### config.mk
export PLATFORM = sky130hd
export DESIGN_NAME = muxn_rr_reg
export DESIGN_NICKNAME = d
export VERILOG_FILES = /design/src/rtl/muxn_pkg.sv /design/src/rtl/rr_pick.sv /design/src/rtl/muxn_rr_reg.sv
export SDC_FILE = /design/constraint.sdc
export NUM_CORES = 1
export LEC_CHECK = 0
export CORE_MARGIN = 5
export CORE_UTILIZATION = 37
export CTS_CLUSTER_SIZE = 30
export DETAILED_ROUTE_END_ITERATION = 16
export PLACE_DENSITY_LB_ADDON = 0.3
export SLEW_MARGIN = 20
export SYNTH_ARGS = -nofsm -noshare
export SYNTH_HDL_FRONTEND = slang
export SYNTH_SLANG_ARGS = --single-unit
### constraint.sdc
create_clock -name clk -period 2.45 [get_ports clk]
set_input_delay 0.49 -clock clk [delete_from_list [all_inputs] [get_ports clk]]
set_output_delay 0.49 -clock clk [all_outputs]
set_load 0.03 [all_outputs]
### src/rtl/muxn_pkg.sv
// rtl/muxn_pkg.sv - shared types for the N-channel registered mux
package muxn_pkg;

  typedef enum logic {
    MODE_FIXED = 1'b0,
    MODE_RR    = 1'b1
  } mux_mode_e;

endpackage

### src/rtl/rr_pick.sv
// rtl/rr_pick.sv - combinational round-robin find-first starting at ptr
module rr_pick #(
  parameter  int N    = 4,
  localparam int SELW = $clog2(N)
) (
  input  logic [N-1:0]    req,
  input  logic [SELW-1:0] ptr,
  output logic            gnt_valid,
  output logic [SELW-1:0] gnt_idx
);

  int idx;

  // Scan from the far end back toward ptr so the last hit is the nearest one.
  always_comb begin
    gnt_valid = 1'b0;
    gnt_idx   = '0;
    idx       = 0;
    for (int k = N - 1; k >= 0; k--) begin
      idx = int'(ptr) + k;
      if (idx >= N) idx = idx - N;
      if (req[idx]) begin
        gnt_valid = 1'b1;
        gnt_idx   = SELW'(idx);
      end
    end
  end

endmodule

### src/rtl/muxn_rr_reg.sv
// rtl/muxn_rr_reg.sv - N-channel mux with registered output, fixed or round-robin select
module muxn_rr_reg
  import muxn_pkg::*;
#(
  parameter  int WIDTH = 8,
  parameter  int N     = 4,
  localparam int SELW  = $clog2(N)
) (
  input  logic                 clk,
  input  logic                 rst,
  input  logic                 mode,
  input  logic [SELW-1:0]      sel,
  input  logic [N*WIDTH-1:0]   d,
  input  logic [N-1:0]         d_valid,
  output logic [N-1:0]         d_ready,
  output logic [WIDTH-1:0]     z,
  output logic                 z_valid,
  input  logic                 z_ready,
  output logic [SELW-1:0]      z_ch
);

  logic [WIDTH-1:0] z_q, z_d;
  logic             z_valid_q, z_valid_d;
  logic [SELW-1:0]  z_ch_q, z_ch_d;
  logic [SELW-1:0]  ptr_q, ptr_d;

  logic             load;
  logic             fix_valid;
  logic             rr_valid;
  logic [SELW-1:0]  rr_idx;
  logic             gnt;
  logic [SELW-1:0]  gnt_idx;

  rr_pick #(.N(N)) u_pick (
    .req       (d_valid),
    .ptr       (ptr_q),
    .gnt_valid (rr_valid),
    .gnt_idx   (rr_idx)
  );

  always_comb begin
    load      = !z_valid_q || z_ready;
    fix_valid = 1'b0;
    // sel can exceed N-1 when N is not a power of two; that simply means no grant.
    if (int'(sel) < N) fix_valid = d_valid[sel];

    if (mux_mode_e'(mode) == MODE_RR) begin
      gnt     = rr_valid;
      gnt_idx = rr_idx;
    end else begin
      gnt     = fix_valid;
      gnt_idx = sel;
    end

    d_ready = '0;
    if (!rst && load && gnt) d_ready[gnt_idx] = 1'b1;

    z_d       = z_q;
    z_valid_d = z_valid_q;
    z_ch_d    = z_ch_q;
    ptr_d     = ptr_q;
    if (load) begin
      if (gnt) begin
        z_d       = d[int'(gnt_idx)*WIDTH +: WIDTH];
        z_ch_d    = gnt_idx;
        z_valid_d = 1'b1;
        if (mux_mode_e'(mode) == MODE_RR)
          ptr_d = (int'(gnt_idx) == N - 1) ? '0 : SELW'(gnt_idx + SELW'(1));
      end else begin
        z_valid_d = 1'b0;
      end
    end
  end

  always_ff @(posedge clk) begin
    if (rst) begin
      z_q       <= '0;
      z_valid_q <= 1'b0;
      z_ch_q    <= '0;
      ptr_q     <= '0;
    end else begin
      z_q       <= z_d;
      z_valid_q <= z_valid_d;
      z_ch_q    <= z_ch_d;
      ptr_q     <= ptr_d;
    end
  end

  assign z       = z_q;
  assign z_valid = z_valid_q;
  assign z_ch    = z_ch_q;

endmodule
==> Yosys cells after proc, flatten, opt, wreduce, memory -nomap -nowiden <==
Index checks and enable logic that the tools add are counted.
{ "totals": {"output_inout_bits": 15, "reg_bits": 13, "elab_cells": 66, "input_bits": 42} }
{ "op_classes": {"shift": 1, "n_reduce_logical": 8, "order_cmp": 11, "add_sub_neg": 8, "muxes": 33, "n_eq_ne": 1} }
{ "op_table": {"columns": ["cell", "count"], "rows": [
  ["32-bit by 4-bit < comparator with 1-bit output (second input constant)", 4],
  ["32-bit two-way mux", 4],
  ["32-bit by 4-bit greater-or-equal comparator with 1-bit output (second input constant)", 3],
  ["32-bit by 4-bit subtractor with 32-bit output (second input constant)", 3],
  ["32-bit by 6-bit indexed part select with 8-bit output", 1],
  ["1-bit two-way mux", 16],
  ["2-bit two-way mux", 6],
  ["1-bit binary-select mux with 2-bit select", 5],
  ["2-bit by 2-bit adder with 3-bit output (second input constant)", 2],
  ["2-bit by 3-bit < comparator with 1-bit output (second input constant)", 2],
  ["4-bit two-way mux", 1],
  ["2-bit by 3-bit subtractor with 4-bit output (second input constant)", 1],
  ["2-bit by 1-bit adder with 3-bit output (second input constant)", 1],
  ["2-bit by 3-bit greater-or-equal comparator with 1-bit output (second input constant)", 1],
  ["1-bit logical AND", 3],
  ["3-bit AND reduction", 1],
  ["2-bit by 1-bit adder with 2-bit output (second input constant)", 1],
  ["1-bit demux with 2-bit select", 1],
  ["2-bit by 1-bit == test with 1-bit output (second input constant)", 1],
  ["2-bit by 1-bit greater-or-equal comparator with 1-bit output (second input constant)", 1],
  ["1-bit zero test", 2],
  ["2-bit AND reduction", 1],
  ["1-bit logical OR", 1]
]} }

==> Longest topological paths before layout <==
Gate-level depths: netlist of the first run.
{ "depth": {"depth_word": 16, "depth_mapped": 10, "ltp_nobuf": 8} }

==> By module <==
Synthesis of the first run repeated with hierarchy kept, for this count alone.
{ "hier_totals": {"hier_cells": 116, "hier_area_um2": 1029.7} }
{ "modules_own_cells": {"columns": ["mod", "area_each_um2", "n_inst", "cells_per_inst", "seq_area_each_um2"], "rows": [
  ["muxn_rr_reg", 952.2, 1, 103, 260.2],
  ["rr_pick", 77.6, 1, 13, 0.0]
]} }

==> Worst setup path before layout of the first run <==
Ideal clock, no wire load.
{ "synth_timing": {"kind": "input to output", "startpoint": "input d_valid[1]", "endpoint": "output d_ready[0]", "path_slack_ns": -0.005, "required_ns": 1.960, "t_arrival_ns": 1.965, "path_buffers": 2, "cell_stages": 8, "cell_sequence": "buf_2 > mux4_2 > mux2i_4 > a21oi_2 > nor2b_4 > buf_6 > nand2_1 > nor2_1"} }
{ "synth_via": {"elab_chain_cells": 13, "word_cells_on_any_way": 31, "classes_between": "order compare (2); mux (27); reduce/logical (2)"} }
{ "synth_lines": {"columns": ["element", "line_no", "rtl"], "rows": [
  ["start, declared", "muxn_rr_reg.sv:14", "input logic [N-1:0] d_valid,"],
  ["1-bit binary-select mux with 2-bit select", "rr_pick.sv:22", "if (req[idx]) begin"],
  ["1-bit two-way mux (not written as such) (2 in series)", "rr_pick.sv:22", null],
  ["2-bit two-way mux (4 in series)", "rr_pick.sv:22", null],
  ["2-bit two-way mux", "muxn_rr_reg.sv:47", "if (mux_mode_e'(mode) == MODE_RR) begin"],
  ["2-bit by 3-bit < comparator with 1-bit output (not written as such) / 2-bit by 1-bit greater-or-equal comparator with 1-bit output (equally long branches)", "muxn_rr_reg.sv:56", "if (!rst && load && gnt) d_ready[gnt_idx] = 1'b1;"],
  ["1-bit logical AND (not written as such)", "muxn_rr_reg.sv:56", null],
  ["1-bit two-way mux (not written as such)", "muxn_rr_reg.sv:56", null],
  ["1-bit demux with 2-bit select", "muxn_rr_reg.sv:56", null],
  ["4-bit two-way mux (*)", "muxn_rr_reg.sv:56", null],
  ["end, declared", "muxn_rr_reg.sv:15", "output logic [N-1:0] d_ready,"]
]} }
Every way passes the cells marked *; elsewhere a longest branch is shown, timed or not. The select of a mux whose other input is x is not followed.

==> Final worst setup path of the first run <==
{ "layout_timing": {"startpoint": "input d_valid[1]", "endpoint": "output d_ready[3]"} }
Same word-level chain as after synthesis.

==> flow_summary_export.csv, run 1 <==
group,metric,value,unit
setup_path,start_kind,"input pin",
setup_path,worstPathArrival,1880,ps
cts,clkSinkCount,13,
setup_path,path_class,"in2out",
cts,ctsHoldBuffers,0,
floorplanning,die_area,3760,um^2
synth,post-synth-top-area-fraction,26.7,%
placement,dpl.cell_count,214,
synth,synth_flop_cell,"dfxtp_1",
synth,yosysMostFrequentCell,"nand2_1",
synth,yosys_warnings,0,
sta,rsz0062_at_grt,"no",
synth,synth_common_cells,"23 x nand2_1, 18 x mux2i_1, 13 x dfxtp_1",
sta,fin_crit_sh,96.9,%
grt,grt_overflow,0,
floorplanning,ios,57,
setup_path,critical_path.slowest_cell,"mux4_2",
floorplanning,core-area,2500,um^2
grt,grt_max_degree,11,
setup_path,crit_buf_inv,2,
routing,drt_iter0_drc,32,
placement,hpwlAfterDp,2.66,mm
routing,drt-total-wl,3.15,mm
power,internal_power,0.508,mW
flow_run,maxCapViolCount,0,
power,finalPower,0.780,mW
setup_path,crit_path_cell_trace,"clkdlybuf4s15_2 > mux4_2 > mux2i_4 > a21oi_2 > nor2b_4 > and2_1 > buf_4",
final_layout,layout-drive-gt1-share,22.9,%
routing,detail_route.wl_per_cell,14.5,um
grt,grtUsageTotal,16.8,%
sta,fmax,0.421,GHz
setup_path,path_max_fanout,5,
synth,ys_ff_latch,13,
sta,hold_violations,0,
power,p_leak,0.752,nW
synth,synth_edf_count,0,
grt,grt_antenna_before_repair,0,
grt,first_global_vias,1112,
routing,drtAntennaViolNets,0,
final_layout,diodes,0,
routing,drc,0,
synth,synthCells,114,
final_layout,fin_nets,232,
sta,period_needed,2370,ps
cts,cts_buffers,3,
final_layout,fillCellCount,222,
power,sw_frac_of_total,34.9,%
floorplanning,die_x,61.3,um
hold_path,hold_path_class,"reg2reg",
floorplanning,initial_core_util,39.0,%
synth,syn_area_per_cell,8.55,um^2
routing,via_per_inst,5.14,
power,power_frac_comb,50.3,%
synth,ys_types,36,
sta,fin_skew,8.27,ps
synth,synth-seq-area-share,26.7,%
floorplanning,fp-row-count,18,
sta,relSlewSlack,77.7,%
run_status,outcome,"finished clean",
cts,clock_path_buffers,2,
placement,place_ws,-334,ps
final_layout,fin_cells,218,
power,power_frac_clock,17.0,%
placement,port_buffers,56,
floorplanning,fp.dieH,61.3,um
cts,post-cts-setup-buffer-count,0,
setup_path,cpPeakStageDelay,490,ps
synth,async_reset_ff_share,0,%
synth,yosys-top-cells-area,"dfxtp_1 27%, mux2i_1 18%, nand2_1 8.9%, a32o_1 8.2%, buf_6 3.5%",
setup_path,endpoint_kind,"output pin",
cts,cts_tree,"built",
synth,netlist_area,975,um^2
sta,hold-worst-slack,469,ps
final_layout,syn_to_final_growth,72.8,%
power,power-per-cell-area,463,nW/um^2
sta,finalSetupViolCount,0,
cts,htreeDepth,1,
power,seqPwrFrac,32.7,%
sta,drv_slew,0,
cts,clk_latency,280,ps
power,p_sw,0.273,mW
sta,worst_pin_slew,333,ps
cts,cts-root-buf,"clkbuf_4",
synth,synth_nets,157,
power,ir_worst_vdd,0.000342,V
synth,yosys.area.top_type,"dfxtp_1",
setup_path,critPathTopFamily,"multiplexers",
placement,gp_congestion,0.919,
setup_path,crit_required,1960,ps
routing,vias,1120,
sta,worst_slack,76.4,ps
grt,grt_pass1_wl,4.77,mm
cts,clk_pin_slew_worst_paths,70,ps
routing,drtPass1Iterations,4,
==> final timing paths <==
path                               from           endpoint  slack (ps)  cells past startpoint
hold reg to reg       z[0]$_SDFFE_PP0P_  z[0]$_SDFFE_PP0P_         470                      1
setup / recovery             d_valid[1]         d_ready[3]          80                      7
hold / removal        z[0]$_SDFFE_PP0P_  z[0]$_SDFFE_PP0P_         470                      1
setup reg to reg  ptr_q[0]$_SDFFE_PP0P_  z[0]$_SDFFE_PP0P_         510                      8
==> sequential cells by signal, summed over array words and instances, names as in the netlist <==
register,count
z_ch,2
z,8
z_valid,1
ptr_q,2
==> power by group through the flow <==
stage               sequential [mW]  clock, mW  combinational [mW]
detailed placement            0.260          0               0.396
global route                  0.258      0.149               0.420
floorplan                     0.303          0               0.167
global placement              0.259          0               0.387
CTS                           0.255      0.136               0.396
finish                        0.255      0.133               0.393
==> kinds of logic (layout without fill, tap and decap cells) <==
family	count (synthesis)	in the layout	share of synthesized area [%]
AND/OR/NAND/NOR	43	43	21.6
AO/OA/AOI/OAI	24	24	19.4
multiplexers	20	20	23.1
flip-flops	13	13	26.7
buffers and inverters	13	87	7.96
adder cells (fa/ha/maj)	1	1	1.28
==> worst register-to-register path, stage by stage, from the launching register on <==
cell and delay (ps):
dfxtp_1 420, inv_1 130, a221o_1 340, o221ai_2 90
buf_4 160, buf_4 160, mux2i_1 210, nand2_1 80
a32o_1 240
==> per-layer routing <==
metal	global-route usage (%)	up-vias	part of all wire [%]
met5	0	-	0
met1	20.2	516	42
met2	28.9	39	46
met3	5.24	4	11
li1	-	561	-
met4	4.95	0	0.95
==> layout make-up <==
cell class	count	area (um^2)	share of cell area (%)
clock buffer	4	26.3	1.56
tap	30	37.5	2.23
timing repair buffer	77	691	41.0
inverter	6	22.5	1.34
multi-input combinational	88	647	38.4
sequential	13	260	15.5
==> placed cells by master, fill, tap and decap left out, types with 2 or more instances in the layout <==
cell type	n
a21oi_1	6
a32o_1	8
and2_1	2
buf_2	2
buf_4	24
clkbuf_2	2
clkbuf_4	3
clkdlybuf4s50_1	45
dfxtp_1	13
dlygate4sd2_1	2
inv_1	5
mux2i_1	18
nand2_1	23
nand2b_1	2
nor2_1	5
nor3_1	2
==> metrics by stage <==
step                      area [um^2]  setup TNS [ps]  util, %
after global placement           1670           -2340     66.9
after CTS                        1700               0     68.1
final                            1680               0     67.4
after global routing             1680               0     67.4
after detailed placement         1670           -2970     66.9
after floorplan                   975           -9.01        -
==> repair_timing <==
action	in CTS	in global routing
pin swaps	1	1
gates resized for setup	17	5
setup endpoints to repair	4	4
Power figures use the tool's default switching activity.
==> run 2: changes to the inputs <==
- CORE_UTILIZATION: 37 -> 39
- CTS_BUF_LIST: unset -> sky130_fd_sc_hd__clkbuf_2 sky130_fd_sc_hd__clkbuf_4 sky130_fd_sc_hd__clkbuf_8
- SLEW_MARGIN: 20 -> unset
- clock period: 2.45 -> 2.3 ns (I/O delays scaled with it)
==> flow_summary_export.csv, run 2 (synthesis gave the netlist of run 1 again) <==
group,metric,value,unit
grt,first_global_vias,1160,
cts,clock_path_buffers,2,
routing,drt_iter0_drc,47,
sta,drv_slew,0,
floorplanning,die_x,60.0,um
sta,period_needed,2300,ps
cts,ctsHoldBuffers,0,
final_layout,seqCellArea,268,um^2
sta,fin_crit_sh,99.9,%
final_layout,fin_cells,225,
grt,grt_pass1_wl,5.03,mm
placement,port_buffers,56,
routing,vias,1181,
cts,clkSinkCount,13,
grt,grt_overflow,0,
sta,relSlewSlack,78.0,%
cts,cts_buffers,3,
final_layout,fillCellCount,175,
final_layout,largest_reg_flops,8,
flow_run,maxCapViolCount,0,
routing,drtPass1Iterations,4,
setup_path,crit_required,1840,ps
routing,drtAntennaViolNets,0,
hold_path,worstHoldPathCells,1,
run_status,outcome,"finished clean",
setup_path,start_kind,"input pin",
placement,postPlaceCellArea,1670,um^2
routing,drc,0,
floorplanning,fp-row-count,18,
cts,clk_pin_slew_worst_paths,80,ps
final_layout,layout_common_cells,"45 x clkdlybuf4s50_1, 28 x buf_4, 22 x nand2_1",
routing,drt-total-wl,3.42,mm
floorplanning,core-area,2430,um^2
routing,detail_route.wl_per_cell,15.2,um
placement,dpl.cell_count,214,
hold_path,hold_path_class,"reg2reg",
final_layout,layout-drive-gt1-share,31.3,%
final_layout,syn_to_final_growth,83.7,%
grt,grt_antenna_before_repair,0,
sta,fmax,0.435,GHz
power,power-per-cell-area,496,nW/um^2
final_layout,fin_nets,239,
hold_path,min_from,"z[6]$_SDFFE_PP0P_",
cts,cts-root-buf,"clkbuf_4",
final_layout,fin_area,1790,um^2
final_layout,post-route-util,73.6,%
floorplanning,initial_core_util,40.1,%
floorplanning,ios,57,
setup_path,reg2reg_setup_slack,400,ps
floorplanning,die_area,3600,um^2
placement,hpwlAfterDp,2.59,mm
hold_path,holdPathEnd,"z[6]$_SDFFE_PP0P_",
sta,hold_violations,0,
cts,htreeDepth,1,
sta,finalSetupViolCount,0,
setup_path,reg2reg_to,"z[4]$_SDFFE_PP0P_",
routing,via_per_inst,5.25,
cts,clk_latency,290,ps
grt,grt_max_degree,11,
setup_path,worstPathArrival,1840,ps
setup_path,path_max_fanout,5,
grt,grtUsageTotal,18.1,%
power,p_leak,0.801,nW
sta,worst_pin_slew,330,ps
setup_path,endpoint_kind,"output pin",
setup_path,r2r_cells,8,
power,ir_worst_vdd,0.000436,V
setup_path,reg2reg_from,"ptr_q[0]$_SDFFE_PP0P_",
final_layout,diodes,0,
final_layout,multiInputGateArea,672,um^2
setup_path,path_class,"in2out",
final_layout,layout_commonest_cell,"clkdlybuf4s50_1",
cts,cts_tree,"built",
sta,fin_skew,2.01,ps
placement,gp_congestion,0.801,
floorplanning,fp.dieH,60.0,um
-- run 2: cell types whose count changed in the layout (fill, tap and decap cells not counted), moves of 2 or more --
| cell | previous run | this run |
|---|---|---|
| nor2_2 | 1 | 3 |
| dfxtp_1 | 13 | 11 |
| nor2_1 | 5 | 3 |
| dfxtp_4 | 0 | 2 |
| buf_4 | 24 | 28 |
| clkbuf_2 | 2 | 0 |
| buf_6 | 1 | 6 |
-- run 2: metal layers --
| metal | GRT usage (%) | wire length [um] |
|---|---|---|
| met3 | 4.97 | 262 |
| met4 | 6.33 | 48 |
| met2 | 31.9 | 1770 |
| met1 | 20.8 | 1340 |
| met5 | 0 | 0 |
-- run 2: worst max-delay path, stage by stage --
cell	delay, ps
buf_2	130
buf_4	150
nand2b_1	130
a21oi_1	150
o21ai_1	90
a31o_2	240
inv_2	70
ha_2	160
and2_4	140
buf_6	120
-- run 2: repair_timing --
action,in CTS,in global routing
resized for setup,31,14
setup endpoints to repair,4,4
pin swaps,3,4
buffers inserted,2,5
-- run 2: final cells by class --
class | count | area share, %
repair buffers | 84 | 42.5
multi-input cells | 88 | 37.5
flip-flops and latches | 13 | 15.0
well taps | 30 | 2.10
clock buffers | 4 | 1.68
inverters | 6 | 1.26
-- run 2: worst max-delay path by stage --
stage,start,end,slack [ps],depth (start not counted)
6_report,d_valid[0],d_ready[3],2,10
5_1_grt,d_valid[0],d_ready[3],-60,10
4_1_cts,ptr_q[0]$_SDFFE_PP0P_,d_ready[3],20,7
3_5_place_dp,d_valid[2],d_ready[2],-410,7
3_3_place_gp,d_valid[3],d_ready[2],-360,7
2_1_floorplan,d_valid[1],d_ready[0],-90,8
-- run 2: report_power, final --
group / switching [mW] / leakage, nW / internal [mW]
registers: 0.0178 / 0.109 / 0.254
logic: 0.210 / 0.674 / 0.244
clock network: 0.0823 / 0.0184 / 0.0793
total: 0.310 / 0.801 / 0.578
-- run 2: through the flow --
step	setup TNS [ps]	hold WS, ps	setup slack, ps	total power, mW
finish	0	472	1.51	0.888
global route	-63.0	488	-60.2	0.938
CTS	0	475	22.2	0.860
detailed placement	-3230	454	-414	0.695
global placement	-2930	449	-359	0.685
floorplan	-189	465	-94.5	0.501
